File: src/rtl/arith_result_fifo_if.sv
// rtl/arith_result_fifo_if.sv - push/pop handshake bundle for the arithmetic result FIFO
interface arith_result_fifo_if #(
    parameter int WIDTH = 8,
    parameter int DEPTH = 4
);
    logic                       in_valid;
    logic                       in_ready;
    logic [1:0]                 in_op;
    logic [2*WIDTH-1:0]         in_result;
    logic                       out_valid;
    logic                       out_ready;
    logic [1:0]                 out_op;
    logic [2*WIDTH-1:0]         out_result;
    logic                       out_zero;
    logic                       out_carry;
    logic [$clog2(DEPTH):0]     out_count;
    logic [7:0]                 err_cnt;

    modport slave (
        input  in_valid, in_op, in_result, out_ready,
        output in_ready, out_valid, out_op, out_result, out_zero, out_carry,
               out_count, err_cnt
    );

    modport master (
        output in_valid, in_op, in_result, out_ready,
        input  in_ready, out_valid, out_op, out_result, out_zero, out_carry,
               out_count, err_cnt
    );
endinterface

File: src/rtl/arith_result_fifo.sv
// rtl/arith_result_fifo.sv - capture FIFO for ALU {op,result} with precomputed flags
module arith_result_fifo #(
    parameter int WIDTH = 8,
    parameter int DEPTH = 4
) (
    input  logic             clk,
    input  logic             rst_n,
    arith_result_fifo_if.slave bus
);
    localparam int PW = $clog2(DEPTH);
    localparam int CW = PW + 1;
    localparam logic [1:0] OP_ADD = 2'b00;
    localparam logic [1:0] OP_SUB = 2'b01;
    localparam logic [1:0] OP_ILL = 2'b11;

    logic [1:0]         mem_op     [DEPTH];
    logic [2*WIDTH-1:0] mem_result [DEPTH];
    logic               mem_zero   [DEPTH];
    logic               mem_carry  [DEPTH];

    logic [PW-1:0] wptr;
    logic [PW-1:0] rptr;
    logic [CW-1:0] count;
    logic [7:0]    err_q;

    logic push;
    logic push_store;
    logic push_illegal;
    logic pop;
    logic not_empty;
    logic in_zero;
    logic in_carry;

    // in_ready depends on the registered count only, so a pop while full
    // cannot open the door for a push in the same cycle.
    assign bus.in_ready = (count != CW'(DEPTH));
    assign not_empty    = (count != '0);

    assign push         = bus.in_valid && bus.in_ready;
    assign push_illegal = push && (bus.in_op == OP_ILL);
    assign push_store   = push && (bus.in_op != OP_ILL);
    assign pop          = not_empty && bus.out_ready;

    always_comb begin
        in_zero  = (bus.in_result == '0);
        in_carry = 1'b0;
        if (bus.in_op == OP_ADD) begin
            in_carry = bus.in_result[WIDTH];
        end else if (bus.in_op == OP_SUB) begin
            in_carry = bus.in_result[2*WIDTH-1];
        end
    end

    // Storage is not reset; stale entries are never visible because the
    // outputs are masked whenever the FIFO is empty.
    always_ff @(posedge clk) begin
        if (push_store) begin
            mem_op[wptr]     <= bus.in_op;
            mem_result[wptr] <= bus.in_result;
            mem_zero[wptr]   <= in_zero;
            mem_carry[wptr]  <= in_carry;
        end
    end

    always_ff @(posedge clk) begin
        if (!rst_n) begin
            wptr  <= '0;
            rptr  <= '0;
            count <= '0;
            err_q <= '0;
        end else begin
            if (push_store) begin
                wptr <= wptr + PW'(1);
            end
            if (pop) begin
                rptr <= rptr + PW'(1);
            end
            if (push_store && !pop) begin
                count <= count + CW'(1);
            end else if (!push_store && pop) begin
                count <= count - CW'(1);
            end
            if (push_illegal && (err_q != 8'hFF)) begin
                err_q <= err_q + 8'd1;
            end
        end
    end

    assign bus.out_valid  = not_empty;
    assign bus.out_count  = count;
    assign bus.err_cnt    = err_q;
    assign bus.out_op     = not_empty ? mem_op[rptr]     : 2'b00;
    assign bus.out_result = not_empty ? mem_result[rptr] : '0;
    assign bus.out_zero   = not_empty ? mem_zero[rptr]   : 1'b0;
    assign bus.out_carry  = not_empty ? mem_carry[rptr]  : 1'b0;
endmodule

File: src/flat_wrapper.sv
// flat-port wrapper written by rule: the top's interface ports become plain ports
module arith_result_fifo_flat 
#(
    parameter int WIDTH = 8,
    parameter int DEPTH = 4
)
  (clk, rst_n, bus_in_valid, bus_in_op, bus_in_result, bus_out_ready, bus_in_ready, bus_out_valid, bus_out_op, bus_out_result, bus_out_zero, bus_out_carry, bus_out_count, bus_err_cnt);
  arith_result_fifo_if #(.WIDTH(WIDTH), .DEPTH(DEPTH)) bus_i ();
  input  logic clk;
  input  logic rst_n;
  input wire logic [$bits(bus_i.in_valid)-1:0] bus_in_valid;
  input wire logic [$bits(bus_i.in_op)-1:0] bus_in_op;
  input wire logic [$bits(bus_i.in_result)-1:0] bus_in_result;
  input wire logic [$bits(bus_i.out_ready)-1:0] bus_out_ready;
  output wire logic [$bits(bus_i.in_ready)-1:0] bus_in_ready;
  output wire logic [$bits(bus_i.out_valid)-1:0] bus_out_valid;
  output wire logic [$bits(bus_i.out_op)-1:0] bus_out_op;
  output wire logic [$bits(bus_i.out_result)-1:0] bus_out_result;
  output wire logic [$bits(bus_i.out_zero)-1:0] bus_out_zero;
  output wire logic [$bits(bus_i.out_carry)-1:0] bus_out_carry;
  output wire logic [$bits(bus_i.out_count)-1:0] bus_out_count;
  output wire logic [$bits(bus_i.err_cnt)-1:0] bus_err_cnt;
  assign bus_i.in_valid = bus_in_valid;
  assign bus_i.in_op = bus_in_op;
  assign bus_i.in_result = bus_in_result;
  assign bus_i.out_ready = bus_out_ready;
  assign bus_in_ready = bus_i.in_ready;
  assign bus_out_valid = bus_i.out_valid;
  assign bus_out_op = bus_i.out_op;
  assign bus_out_result = bus_i.out_result;
  assign bus_out_zero = bus_i.out_zero;
  assign bus_out_carry = bus_i.out_carry;
  assign bus_out_count = bus_i.out_count;
  assign bus_err_cnt = bus_i.err_cnt;
  arith_result_fifo #(.WIDTH(WIDTH), .DEPTH(DEPTH)) u_core (.clk(clk), .rst_n(rst_n), .bus(bus_i));
endmodule
File: config.mk
export PLATFORM = sky130hd
export DESIGN_NAME = arith_result_fifo_flat
export DESIGN_NICKNAME = d
export VERILOG_FILES = /design/src/rtl/arith_result_fifo_if.sv /design/src/rtl/arith_result_fifo.sv /design/src/flat_wrapper.sv
export SDC_FILE = /design/constraint.sdc
export NUM_CORES = 1
export LEC_CHECK = 0
export CORE_MARGIN = 2
export CORE_UTILIZATION = 54
export CTS_CLUSTER_DIAMETER = 50
export CTS_CLUSTER_SIZE = 28
export DETAILED_ROUTE_END_ITERATION = 10
export PLACE_DENSITY_LB_ADDON = 0.12
export SLEW_MARGIN = 10
export SYNTH_ARGS = -nofsm -noshare
export SYNTH_HDL_FRONTEND = slang
export SYNTH_SLANG_ARGS = --single-unit
File: constraint.sdc
create_clock -name clk -period 2.6 [get_ports clk]
set_input_delay 0.26 -clock clk [delete_from_list [all_inputs] [get_ports clk]]
set_output_delay 0.26 -clock clk [all_outputs]
set_load 0.005 [all_outputs]
==> results.cfg, run 1 <==
[run_status]
status = finished clean

[pwr]
peakVddDrop_mv = 0.690
p_per_area_nw_per_um2 = 881
leakage_nw = 1.57

[yosys]
seq_area_frac_synth = 0.704
synthXorXnorAreaFrac = 0.0135
async_flop_share = 0
synthCells = 225
synth.area.mux_share = 0.126
synth-simple-area-share = 0.0928
syn-num-nets = 254
avgSynthCellArea_um2 = 17.3
yosys_warnings = 0
synth_cell_types = 32
ys_ff_latch = 97
synth_edf_count = 80
dominantRegCellSynth = edfxtp_1
synth.cell_area_um2 = 3890
synthAdderAreaFrac = 0.0244
synth_compound_area_frac = 0.0238
synth_top_family_by_area = multiplexers

[sta]
worstMarginPinSlew_ns = 1.03
fin_tns_setup_ns = 0
rsz0062_at_grt = no
setup_viol = 0
max_freq_mhz = 426
post-route-period-util = 0.903
fin_skew_ns = 0.00859
slew_headroom = 0.312
final_max_slew_viol_count = 0
period_minus_slack_ns = 2.35
hold_violations = 0

[detailed_routing]
firstDrtPassIters = 4
postRouteAntennaNets = 0
wl_per_cell_um = 17.6
viasPerCell = 5.45
dr.first_iter.drc_count = 67
drcViolationCount = 0
totalWireLength_mm = 6.81
num_vias = 2114

[floorplan]
core_um2 = 6870
die_area_um2 = 7910
placementRows = 30
dieHeight_um = 88.9
die_x_um = 88.9
ios = 55
start_util = 0.567

[cells_and_area]
nets = 316
layout_common_cells = edfxtp_1 (80), clkdlybuf4s50_1 (54), and2_1 (24)
n_fill_cell = 470
drive_gt1_frac = 0.161
layout_commonest_cell = edfxtp_1
area_growth_pct = 22.7
utilization = 0.696
diodes = 0

[clock_network]
cts_hold_buf = 0
clock-root-buffer = clkbuf_8
numCtsBuffers = 9
clock_path_buffers = 2
cts_tree = done
clkTransAtPathRegs_ns = 0.09
h-tree-depth = 3
clock-sinks = 97
clock_latency_ns = 0.36
cts_resized = 0
postCtsSetupRepairBufs = 0

[placement]
dp_hpwl_mm = 4.21
io_buffers = 54
routabilityCongestion = 0.740

[min_path]
hold_path_class = reg2reg

[worst_setup_path]
critical_path_class = reg2out
cp.required_ns = 2.34
crit_chain = buf_12 > mux4_2 > and2_1 > clkdlybuf4s50_1
cp_max_fo = 20
crit_path_end_kind = output pin
critPathSlowestCell = mux4_2
crit_arrival_ns = 2.09
max_stage_delay_ns = 0.52
critPathTopFamily = buffers and inverters
startpoint_type = flop
worstPathBufferInverterCount = 2

[global_route]
grt_use_total = 0.185
grt_max_degree = 23
grt_pass1_wl_mm = 10.5
antenna_found_initial = 0
grt_overflow = 0
grt_pass1_vias = 2175

[job]
max_cap_viol_count = 0
## flip-flops by register name, indices dropped and copies added, names as in the netlist, named ones only
| register | cells |
|---|---|
| u_core.mem_result | 64 |
| u_core.bus.out_count | 3 |
| u_core.mem_op | 8 |
| u_core.mem_carry | 4 |
| u_core.bus.err_cnt | 8 |
| u_core.rptr | 2 |
| u_core.mem_zero | 4 |
| u_core.wptr | 2 |
## worst min-delay path, stage by stage, from the launching register on
cell	delay (ns)
dfxtp_1	0.34
o21ai_0	0.08
a21oi_1	0.06
## final cells by class
| class | instances | area (um2) | share of cell area |
|---|---|---|---|
| Clock buffer | 9 | 124 | 0.0259 |
| Inverter | 7 | 26.3 | 0.00550 |
| Sequential cell | 97 | 2740 | 0.574 |
| Clock inverter | 7 | 85.1 | 0.0178 |
| Tap cell | 96 | 120 | 0.0251 |
| Multi-Input combinational cell | 113 | 1090 | 0.228 |
| Timing Repair Buffer | 59 | 591 | 0.124 |
## synthesized netlist by cell type (all sizes together) (4+ instances only)
cell type / number / area (um2)
ha: 6 / 75.1
o21ai: 4 / 20.0
nor2: 11 / 41.3
mux2i: 4 / 40.0
inv: 7 / 26.3
a21oi: 5 / 25.0
nand3: 4 / 20.0
nor4: 6 / 37.5
mux4: 20 / 450
dfxtp: 17 / 340
nand2: 5 / 18.8
clkbuf: 5 / 18.8
xor2: 5 / 43.8
or3: 5 / 35.0
edfxtp: 80 / 2400
and2: 24 / 150
## logic make-up (layout without fill, tap and decap cells)
| family | after synthesis | count (layout) |
|---|---|---|
| simple gates | 63 | 63 |
| mux | 24 | 24 |
| flops | 97 | 97 |
| fa+ha+maj | 7 | 7 |
| xor+xnor | 6 | 6 |
| compound gates | 13 | 13 |
| buf+inv | 15 | 82 |
## report_power, final
part / switching (W) / leakage [nW] / internal, W
Combinational: 0.000516 / 0.598 / 0.000783
Clock: 0.000545 / 0.107 / 0.000465
Sequential: 0.0000629 / 0.867 / 0.00184
## per-layer routing
| metal | routed length, um | global-route usage | share of wire |
|---|---|---|---|
| met5 | 0 | 0 | 0 |
| met4 | 80 | 0.0692 | 0.012 |
| met3 | 291 | 0.0462 | 0.043 |
| met2 | 3610 | 0.330 | 0.53 |
| met1 | 2830 | 0.217 | 0.42 |
## final timing paths
kind,end,slack [ns],startpoint,depth (start not counted)
worst max register to register,u_core.bus.out_count[2],0.27,u_core.bus.out_count[0],9
worst min-delay path,u_core.bus.out_count[2],0.52,u_core.bus.out_count[2],2
worst min register to register,u_core.bus.out_count[2],0.52,u_core.bus.out_count[2],2
worst max-delay path,bus_out_result[6],0.25,flop,4
## metrics by stage
step / cells / power (W) / cell area, um2 / hold WS (ns) / worst slack, ns
6_report: 388 / 0.00421 / 4780 / 0.516 / 0.251
5_1_grt: 388 / 0.00443 / 4780 / 0.544 / 0.103
4_1_cts: 388 / 0.00426 / 4780 / 0.516 / 0.221
3_5_place_dp: 372 / 0.00326 / 4570 / 0.499 / 0.163
3_3_place_gp: 372 / 0.00323 / 4570 / 0.489 / 0.231
2_1_floorplan: 225 / 0.00263 / 3890 / 0.359 / 0.473
Note: power is estimated with default switching activity, not from simulation.
==> run 2, diff against run 1 <==
--- a/config.mk
+++ b/config.mk
@@ -5,8 +5,7 @@
 export SDC_FILE = /design/constraint.sdc
 export NUM_CORES = 1
 export LEC_CHECK = 0
-export CORE_MARGIN = 2
-export CORE_UTILIZATION = 54
+export CORE_UTILIZATION = 49
 export CTS_CLUSTER_DIAMETER = 50
 export CTS_CLUSTER_SIZE = 28
 export DETAILED_ROUTE_END_ITERATION = 10
==> constraint.sdc (replaced) <==
create_clock -name clk -period 2.1 [get_ports clk]
set_input_delay 0.21 -clock clk [delete_from_list [all_inputs] [get_ports clk]]
set_output_delay 0.21 -clock clk [all_outputs]
set_load 0.005 [all_outputs]
==> results.cfg, run 2 (synthesized netlist as in run 1, its figures left out) <==
[global_route]
grt_overflow = 0
grt_pass1_wl_mm = 11.5
antenna_found_initial = 0
grt_max_degree = 23
grt_pass1_vias = 2200
grt_use_total = 0.185

[detailed_routing]
totalWireLength_mm = 7.06
wl_per_cell_um = 16.9
postRouteAntennaNets = 0
drcViolationCount = 0
dr.first_iter.drc_count = 158
firstDrtPassIters = 4
viasPerCell = 5.22
num_vias = 2182

[clock_network]
numCtsBuffers = 9
cts_hold_buf = 0
clock_latency_ns = 0.36
clkTransAtPathRegs_ns = 0.09
clock_path_buffers = 2
h-tree-depth = 3
clock-sinks = 97
clock-root-buffer = clkbuf_8
cts_tree = done

[floorplan]
placementRows = 32
ios = 55
die_x_um = 91.2
dieHeight_um = 91.2
start_util = 0.507
core_um2 = 7690
die_area_um2 = 8310

[pwr]
p_per_area_nw_per_um2 = 1100
peakVddDrop_mv = 0.788
leakage_nw = 1.77

[cells_and_area]
instances_no_fill = 418
max_flop_register = u_core.mem_result
largest_reg_flops = 64
layout_commonest_cell = edfxtp_1
drive_gt1_frac = 0.294
nets = 340
diodes = 0
n_fill_cell = 598
layout_common_cells = edfxtp_1 (80), clkdlybuf4s50_1 (34), mux4_2 (20)
seq_area_um2 = 2750
area_growth_pct = 29.4
multi_input_area_um2 = 1110

[worst_setup_path]
critical_path_class = reg2reg
critPathSlowestCell = or3_4
cp_max_fo = 5
startpoint_type = flop
worstPathBufferInverterCount = 1
critPathTopFamily = simple AND/OR/NAND/NOR gates
crit_arrival_ns = 2.36
crit_path_end_kind = flop
crit_chain = or3_4 > nand2_2 > ha_2 > inv_1 > fa_1 > xor2_1 > or3_1 > a21oi_1
max_stage_delay_ns = 0.39
cp.required_ns = 2.39
r2r_slack_ns = 0.03

[sta]
max_freq_mhz = 483
worstMarginPinSlew_ns = 0.506
setup_viol = 0
hold_violations = 0
final_max_slew_viol_count = 0
rsz0062_at_grt = yes
period_minus_slack_ns = 2.07
fin_skew_ns = 0.0102
post-route-period-util = 0.986
fin_tns_setup_ns = 0
slew_headroom = 0.662

[run_status]
status = finished clean

[min_path]
hold_path_class = reg2reg

[placement]
routabilityCongestion = 0.699
dp_hpwl_mm = 4.42
placed_cells = 393
io_buffers = 54

[job]
max_cap_viol_count = 0
## run 2: cell count changes in the layout (fill, tap and decap cells not counted), sizes merged, moves of 2 or more
cell           before  now
clkdlybuf4s15       0    2
inv                11    9
clkbuf              9   18
dlygate4sd2         0    7
clkdlybuf4s50      54   34
buf                 5   31
## run 2: area by class of cell
type,count,share of cell area
multi-input cells,113,0.221
well taps,102,0.0253
inverters,7,0.00521
clock buffers,9,0.0246
clock inverters,7,0.0201
flip-flops and latches,97,0.546
repair buffers,83,0.158
## run 2: per-layer routing
metal / track usage / wire [um]
met5: 0 / 0
met4: 0.0754 / 129
met3: 0.0335 / 274
met2: 0.306 / 3610
met1: 0.244 / 3050
## run 2: final timing paths
path / from / end / cells after the start
setup reg to reg: u_core.bus.out_count[2] / u_core.bus.out_count[2] / 8
hold reg to reg: u_core.bus.out_count[2] / u_core.bus.out_count[2] / 2
setup / recovery: u_core.bus.out_count[2] / u_core.bus.out_count[2] / 8
hold / removal: u_core.bus.out_count[2] / u_core.bus.out_count[2] / 2
## run 2: timing repair
item                       CTS  global route
hold endpoints to repair     0             0
pin swaps                    5             0
resized for setup           51            12
setup endpoints to repair   21            14
gates cloned                 1             0
setup buffers                9             0
## run 2: where the power goes
part | internal, W | leakage [nW] | total [W] | switching, W
clock | 0.000683 | 0.112 | 0.00132 | 0.000641
sequential | 0.00228 | 0.868 | 0.00237 | 0.0000929
combinational | 0.00114 | 0.787 | 0.00184 | 0.000701
total | 0.00410 | 1.77 | 0.00554 | 0.00144
## run 2: worst reg2reg max path: stages, from the launching register on
cell	delay, ns
dfxtp_2	0.35
or3_4	0.39
nand2_2	0.09
ha_2	0.17
inv_1	0.05
fa_1	0.37
xor2_1	0.15
or3_1	0.30
a21oi_1	0.13
## run 2: metrics by stage
step	hold slack (ns)	total power, W	cell area, um2	worst slack [ns]	util
6_report	0.506	0.00554	5040	0.0300	0.655
5_1_grt	0.514	0.00584	5040	-0.0850	0.655
4_1_cts	0.502	0.00570	5100	-0.0290	0.664
3_5_place_dp	0.499	0.00417	4740	-0.0229	0.617
3_3_place_gp	0.488	0.00416	4740	-0.00918	0.617
2_1_floorplan	0.309	0.00326	3900	0.00638	-
